### config.mk
export PLATFORM = sky130hd
export DESIGN_NAME = tft_bus_arbiter
export DESIGN_NICKNAME = d
export VERILOG_FILES = /design/src/rtl/tft_bus_arbiter.sv
export SDC_FILE = /design/constraint.sdc
export NUM_CORES = 1
export LEC_CHECK = 0
export CORE_ASPECT_RATIO = 0.75
export CORE_MARGIN = 8
export CORE_UTILIZATION = 50
export CTS_CLUSTER_SIZE = 40
export DETAILED_ROUTE_END_ITERATION = 7
export DONT_BUFFER_PORTS = 1
export GPL_TIMING_DRIVEN = 0
export PLACE_DENSITY_LB_ADDON = 0.3
export SYNTH_ARGS = -nofsm -noshare
export SYNTH_HDL_FRONTEND = slang
export SYNTH_SLANG_ARGS = --single-unit
### constraint.sdc
create_clock -name clk -period 3.8 [get_ports clk]
set_clock_uncertainty 0.05 [all_clocks]
set_input_delay 0.76 -clock clk [delete_from_list [all_inputs] [get_ports clk]]
set_output_delay 0.76 -clock clk [all_outputs]
set_load 0.01 [all_outputs]
### src/rtl/tft_bus_arbiter.sv
// Request/grant arbiter sharing one tft_spi byte transmitter among N requesters.
// Optional round-robin selection is enabled by defining TFT_ARB_ROUND_ROBIN_EN.
module tft_bus_arbiter #(
    parameter int N          = 3,
    parameter int GAP_CYCLES = 2
) (
    input  logic             clk,
    input  logic             rst,
    input  logic [N-1:0]     req,
    input  logic [8*N-1:0]   req_data,
    input  logic [N-1:0]     req_dc,
    input  logic [N-1:0]     req_transmit,
    output logic [N-1:0]     req_busy,
    output logic [N-1:0]     grant,
    output logic [7:0]       spi_data,
    output logic             spi_dc,
    output logic             spi_transmit,
    input  logic             spi_busy,
    output logic             tft_cs,
    output logic             arb_idle
);

    localparam int IDX_W = (N > 1) ? $clog2(N) : 1;
    localparam int CNT_W = (GAP_CYCLES > 0) ? $clog2(GAP_CYCLES + 1) : 1;
    localparam logic [CNT_W-1:0] GAP_LOAD = (GAP_CYCLES > 0) ? CNT_W'(GAP_CYCLES - 1) : {CNT_W{1'b0}};

    typedef enum logic [1:0] {
        ST_IDLE    = 2'd0,
        ST_GRANT   = 2'd1,
        ST_RELEASE = 2'd2,
        ST_GAP     = 2'd3
    } state_t;

    state_t             r_state;
    state_t             w_state_nxt;
    logic [N-1:0]       r_grant;
    logic [N-1:0]       w_grant_nxt;
    logic [IDX_W-1:0]   r_owner;
    logic [IDX_W-1:0]   w_owner_nxt;
    logic [CNT_W-1:0]   r_gap_cnt;
    logic [CNT_W-1:0]   w_gap_cnt_nxt;
    logic               r_tft_cs;
    logic               w_tft_cs_nxt;
    logic [IDX_W-1:0]   w_win;
    logic               w_any;

    assign w_any = |req;

`ifdef TFT_ARB_ROUND_ROBIN_EN
    logic [IDX_W-1:0]   r_last;
    logic [IDX_W-1:0]   w_probe;
    logic               w_found;

    // Round-robin search starting just after the last winner
    always_comb begin
        w_win   = {IDX_W{1'b0}};
        w_probe = {IDX_W{1'b0}};
        w_found = 1'b0;
        for (int k = 0; k < N; k++) begin
            w_probe = IDX_W'((int'(r_last) + 1 + k) % N);
            if (!w_found && req[w_probe]) begin
                w_found = 1'b1;
                w_win   = w_probe;
            end else begin
                w_found = w_found;
            end
        end
    end

    // Remember the last winner whenever a grant is issued
    always_ff @(posedge clk or posedge rst) begin
        if (rst) begin
            r_last <= IDX_W'(N - 1);
        end else if (r_state == ST_IDLE && w_any) begin
            r_last <= w_win;
        end
    end
`else
    // Fixed priority: lowest requesting index wins
    always_comb begin
        w_win = {IDX_W{1'b0}};
        for (int k = N - 1; k >= 0; k--) begin
            if (req[k]) begin
                w_win = IDX_W'(k);
            end else begin
                w_win = w_win;
            end
        end
    end
`endif

    // Next-state logic; grant and chip select are precomputed so they leave flops
    always_comb begin
        w_state_nxt   = r_state;
        w_grant_nxt   = r_grant;
        w_owner_nxt   = r_owner;
        w_gap_cnt_nxt = r_gap_cnt;
        w_tft_cs_nxt  = r_tft_cs;
        case (r_state)
            ST_IDLE: begin
                w_grant_nxt  = {N{1'b0}};
                w_tft_cs_nxt = 1'b1;
                if (w_any) begin
                    w_state_nxt  = ST_GRANT;
                    w_grant_nxt  = N'(1'b1) << w_win;
                    w_owner_nxt  = w_win;
                    w_tft_cs_nxt = 1'b0;
                end else begin
                    w_state_nxt  = ST_IDLE;
                end
            end
            ST_GRANT: begin
                if (!req[r_owner]) begin
                    w_state_nxt = ST_RELEASE;
                end else begin
                    w_state_nxt = ST_GRANT;
                end
            end
            ST_RELEASE: begin
                // Keep the bus until the last byte has fully left tft_spi
                if (!spi_busy) begin
                    w_grant_nxt  = {N{1'b0}};
                    w_tft_cs_nxt = 1'b1;
                    if (GAP_CYCLES > 0) begin
                        w_state_nxt   = ST_GAP;
                        w_gap_cnt_nxt = GAP_LOAD;
                    end else begin
                        w_state_nxt   = ST_IDLE;
                    end
                end else begin
                    w_state_nxt = ST_RELEASE;
                end
            end
            ST_GAP: begin
                if (r_gap_cnt == {CNT_W{1'b0}}) begin
                    w_state_nxt = ST_IDLE;
                end else begin
                    w_gap_cnt_nxt = r_gap_cnt - CNT_W'(1'b1);
                end
            end
            default: begin
                w_state_nxt   = ST_IDLE;
                w_grant_nxt   = {N{1'b0}};
                w_tft_cs_nxt  = 1'b1;
                w_gap_cnt_nxt = {CNT_W{1'b0}};
            end
        endcase
    end

    // State and registered-output flops
    always_ff @(posedge clk or posedge rst) begin
        if (rst) begin
            r_state   <= ST_IDLE;
            r_grant   <= {N{1'b0}};
            r_owner   <= {IDX_W{1'b0}};
            r_gap_cnt <= {CNT_W{1'b0}};
            r_tft_cs  <= 1'b1;
        end else begin
            r_state   <= w_state_nxt;
            r_grant   <= w_grant_nxt;
            r_owner   <= w_owner_nxt;
            r_gap_cnt <= w_gap_cnt_nxt;
            r_tft_cs  <= w_tft_cs_nxt;
        end
    end

    // Owner's byte passes straight through; strobes only while the burst is live
    always_comb begin
        spi_data     = 8'd0;
        spi_dc       = 1'b0;
        spi_transmit = 1'b0;
        if (r_state == ST_GRANT || r_state == ST_RELEASE) begin
            spi_data     = req_data[{r_owner, 3'b000} +: 8];
            spi_dc       = req_dc[r_owner];
            spi_transmit = (r_state == ST_GRANT) && req[r_owner] && req_transmit[r_owner];
        end else begin
            spi_data     = 8'd0;
        end
    end

    assign grant    = r_grant;
    assign tft_cs   = r_tft_cs;
    assign req_busy = ~r_grant | (r_grant & {N{spi_busy}});
    assign arb_idle = (r_state == ST_IDLE) && !w_any;

endmodule

==> metrics <==
status finished, final reports clean; Cells after Synth 112; switch share 45.6%; CP Capture Type output pin; most common cell after layout, fill and taps aside nand2_1; Num CTS Buffers 3; Post-Syn Area 912 um^2; dpl ws between 1.5 and 2 ns; yosys warns 0; Slew Viols, Final 0; Initial Util 52.9%; number of synthesized flops with an enable pin 0; top cells by area, synth dfrtp_1 (25%), mux2i_1 (12%), nand2_1 (9.5%); Main synth FF type dfrtp_1; commonest non-fill, non-tap cells in the layout nand2_1 (23), mux2i_1 (11), o21ai_1 (9), and2_1 (9), dfrtp_1 (9); pin count of the biggest net entering global routing 11; pwr dens 811 mW/mm^2; Layout Nets 158; overall routed net length 2.33 mm; Die Width 65.3 um; first-pass GRT wire length 3.59 mm; Max Freq 422 MHz; DRT antenna net count 0; CTS Root Cell clkbuf_4; CP Launch Type flip-flop; Yosys reg bits 10; Flop pwr share 26.2%; Pleak 0.428 nW; Critical Path AT 1.56 ns; first-iteration detailed-routing DRC count 17; Switch Pwr 0.361 mW; cts hold-fix bufs 0; maximum VDD drop 0.000446 V; fin crit share 62.4%; gr usage total roughly 13%; Max Cap Viol 0; die height 53.0 um; Slew @ Worst Pin 0.444 ns; RSZ-0062 raised after global routing false; Core ar. 0.00172 mm^2; GRT Residual Overflow 0; post-synthesis cell type count 28; Setup CP Type reg2out; DRC viols 0; CP Max Fanout 9; worst-skew pair later-pin latency roughly 0.27 ns; H-tree lvl count 1; diode count 0; Int Pwr about 0.43 mW; Total Negative Setup Slacks 0 ns; Worst Path Required 2.99 ns; post-synth top area share 24.7%; Post-CTS Resized 0; Comb pwr share between 60 and 70%; final setup fails 0; GPL Wtd Cong 0.736; Final Hold Fails 0; IO buf count 0; Final min period 2.37 ns; syn_area_per_cell 8.14 um^2; area delta synth->final 7.00%; Hold Path Class in2async; clk buf depth 2; drt via density 5.80; post-synthesis async set-or-reset flop share 100%; CTS tree yes; final worst setup slack 1.43 ns; clock share of power 12.6%; via count 800; slew margin rel. 70.3%; total die area ~0.0035 mm^2; area leader, netlist dfrtp_1; drt pass-1 iters 4; postcts setup bufs 0; proportion of synthesized chip area in sequential cells between 20% and 30%; initial antenna violation count 0; proportion of layout cells with a drive suffix above 1 13.8%; DR WL/cell 16.9 um; CTS sink count 10; Mapped Nets 153; IO Pins 54; vias in the first global route 769; num rows 13; hpwl dp 1.93 mm; Clk pin slew, worst setup/hold paths about 0.070 ns
-- logic make-up (layout without fill, tap and decap cells) --
group,Yosys count,after routing,share of synthesized area [%]
compound gates,29,29,20.3
fa+ha+maj,5,5,6.86
buf+inv,12,16,7.41
flops,10,10,27.6
mux,12,12,13.3
simple gates,44,44,24.6
-- path summary, 6_finish.rpt --
path,startpoint,end,slack (ns),depth (start not counted)
worst min register to register,r_gap_cnt[1],r_gap_cnt[1],0.46,1
worst max-delay path,r_state[0],arb_idle,1.43,4
min in group clk,r_gap_cnt[1],r_gap_cnt[1],0.46,1
worst min-delay path,rst,grant[1],0.30,1
max in group asynchronous,rst,tft_cs,3.08,1
worst max register to register,r_state[0],r_state[0],2.09,7
-- synth_stat cells (2+ instances only) --
master,count
nor2_1,3
buf_2,3
mux2i_1,11
a21oi_1,3
nand2_1,23
nand3_1,2
ha_1,5
and2_1,9
dfrtp_1,9
buf_6,2
nor2b_1,3
o21ai_0,6
o31ai_1,2
a22o_1,4
inv_1,6
o21ai_1,9
-- power by group through the flow --
stage / Combinational (mW) / Sequential [mW] / Clock, mW
after floorplan: 0.413 / 0.199 / 0
after global placement: 0.472 / 0.208 / 0
after detailed placement: 0.488 / 0.210 / 0
after CTS: 0.490 / 0.208 / 0.100
after global routing: 0.544 / 0.216 / 0.105
final: 0.484 / 0.207 / 0.0997
-- routing by layer --
| metal | track usage, % | routed length, um | vias to the layer above |
|---|---|---|---|
| met5 | 0 | 0 | - |
| li1 | - | - | 398 |
| met1 | 14.8 | 898 | 380 |
| met3 | 5.26 | 119 | 2 |
| met2 | 22.7 | 1300 | 20 |
| met4 | 2.17 | 10 | 0 |
-- final cells by class --
class | instances | area [um^2]
Buffer | 6 | 45.0
Inverter | 6 | 22.5
Clock buffer | 4 | 36.3
Fill cell | 176 | 748
Sequential cell | 10 | 251
Tap cell | 22 | 27.5
Multi-Input combinational cell | 90 | 593
-- state kept, by name, summed over array words and instances (netlist names), named ones only --
name,flops
grant,3
r_gap_cnt,2
r_owner,2
r_state,1
tft_cs,1
-- through the flow --
stage               power, mW  cell area, um^2  hold WS (ns)  util [%]  instances
finish                  0.791              976         0.303      56.6        138
global route            0.865              976         0.334      56.6        138
global placement        0.680              940         0.442      54.5        134
CTS                     0.799              976         0.319      56.6        138
detailed placement      0.698              940         0.453      54.5        134
floorplan               0.613              912         0.423         -        112
-- critical path: stages, from the launching register on --
cell,delay [ns]
dfrtp_1,0.44
inv_1,0.11
ha_1,0.15
buf_2,0.18
nor4b_2,0.41
Note: power is estimated with default switching activity, not from simulation.
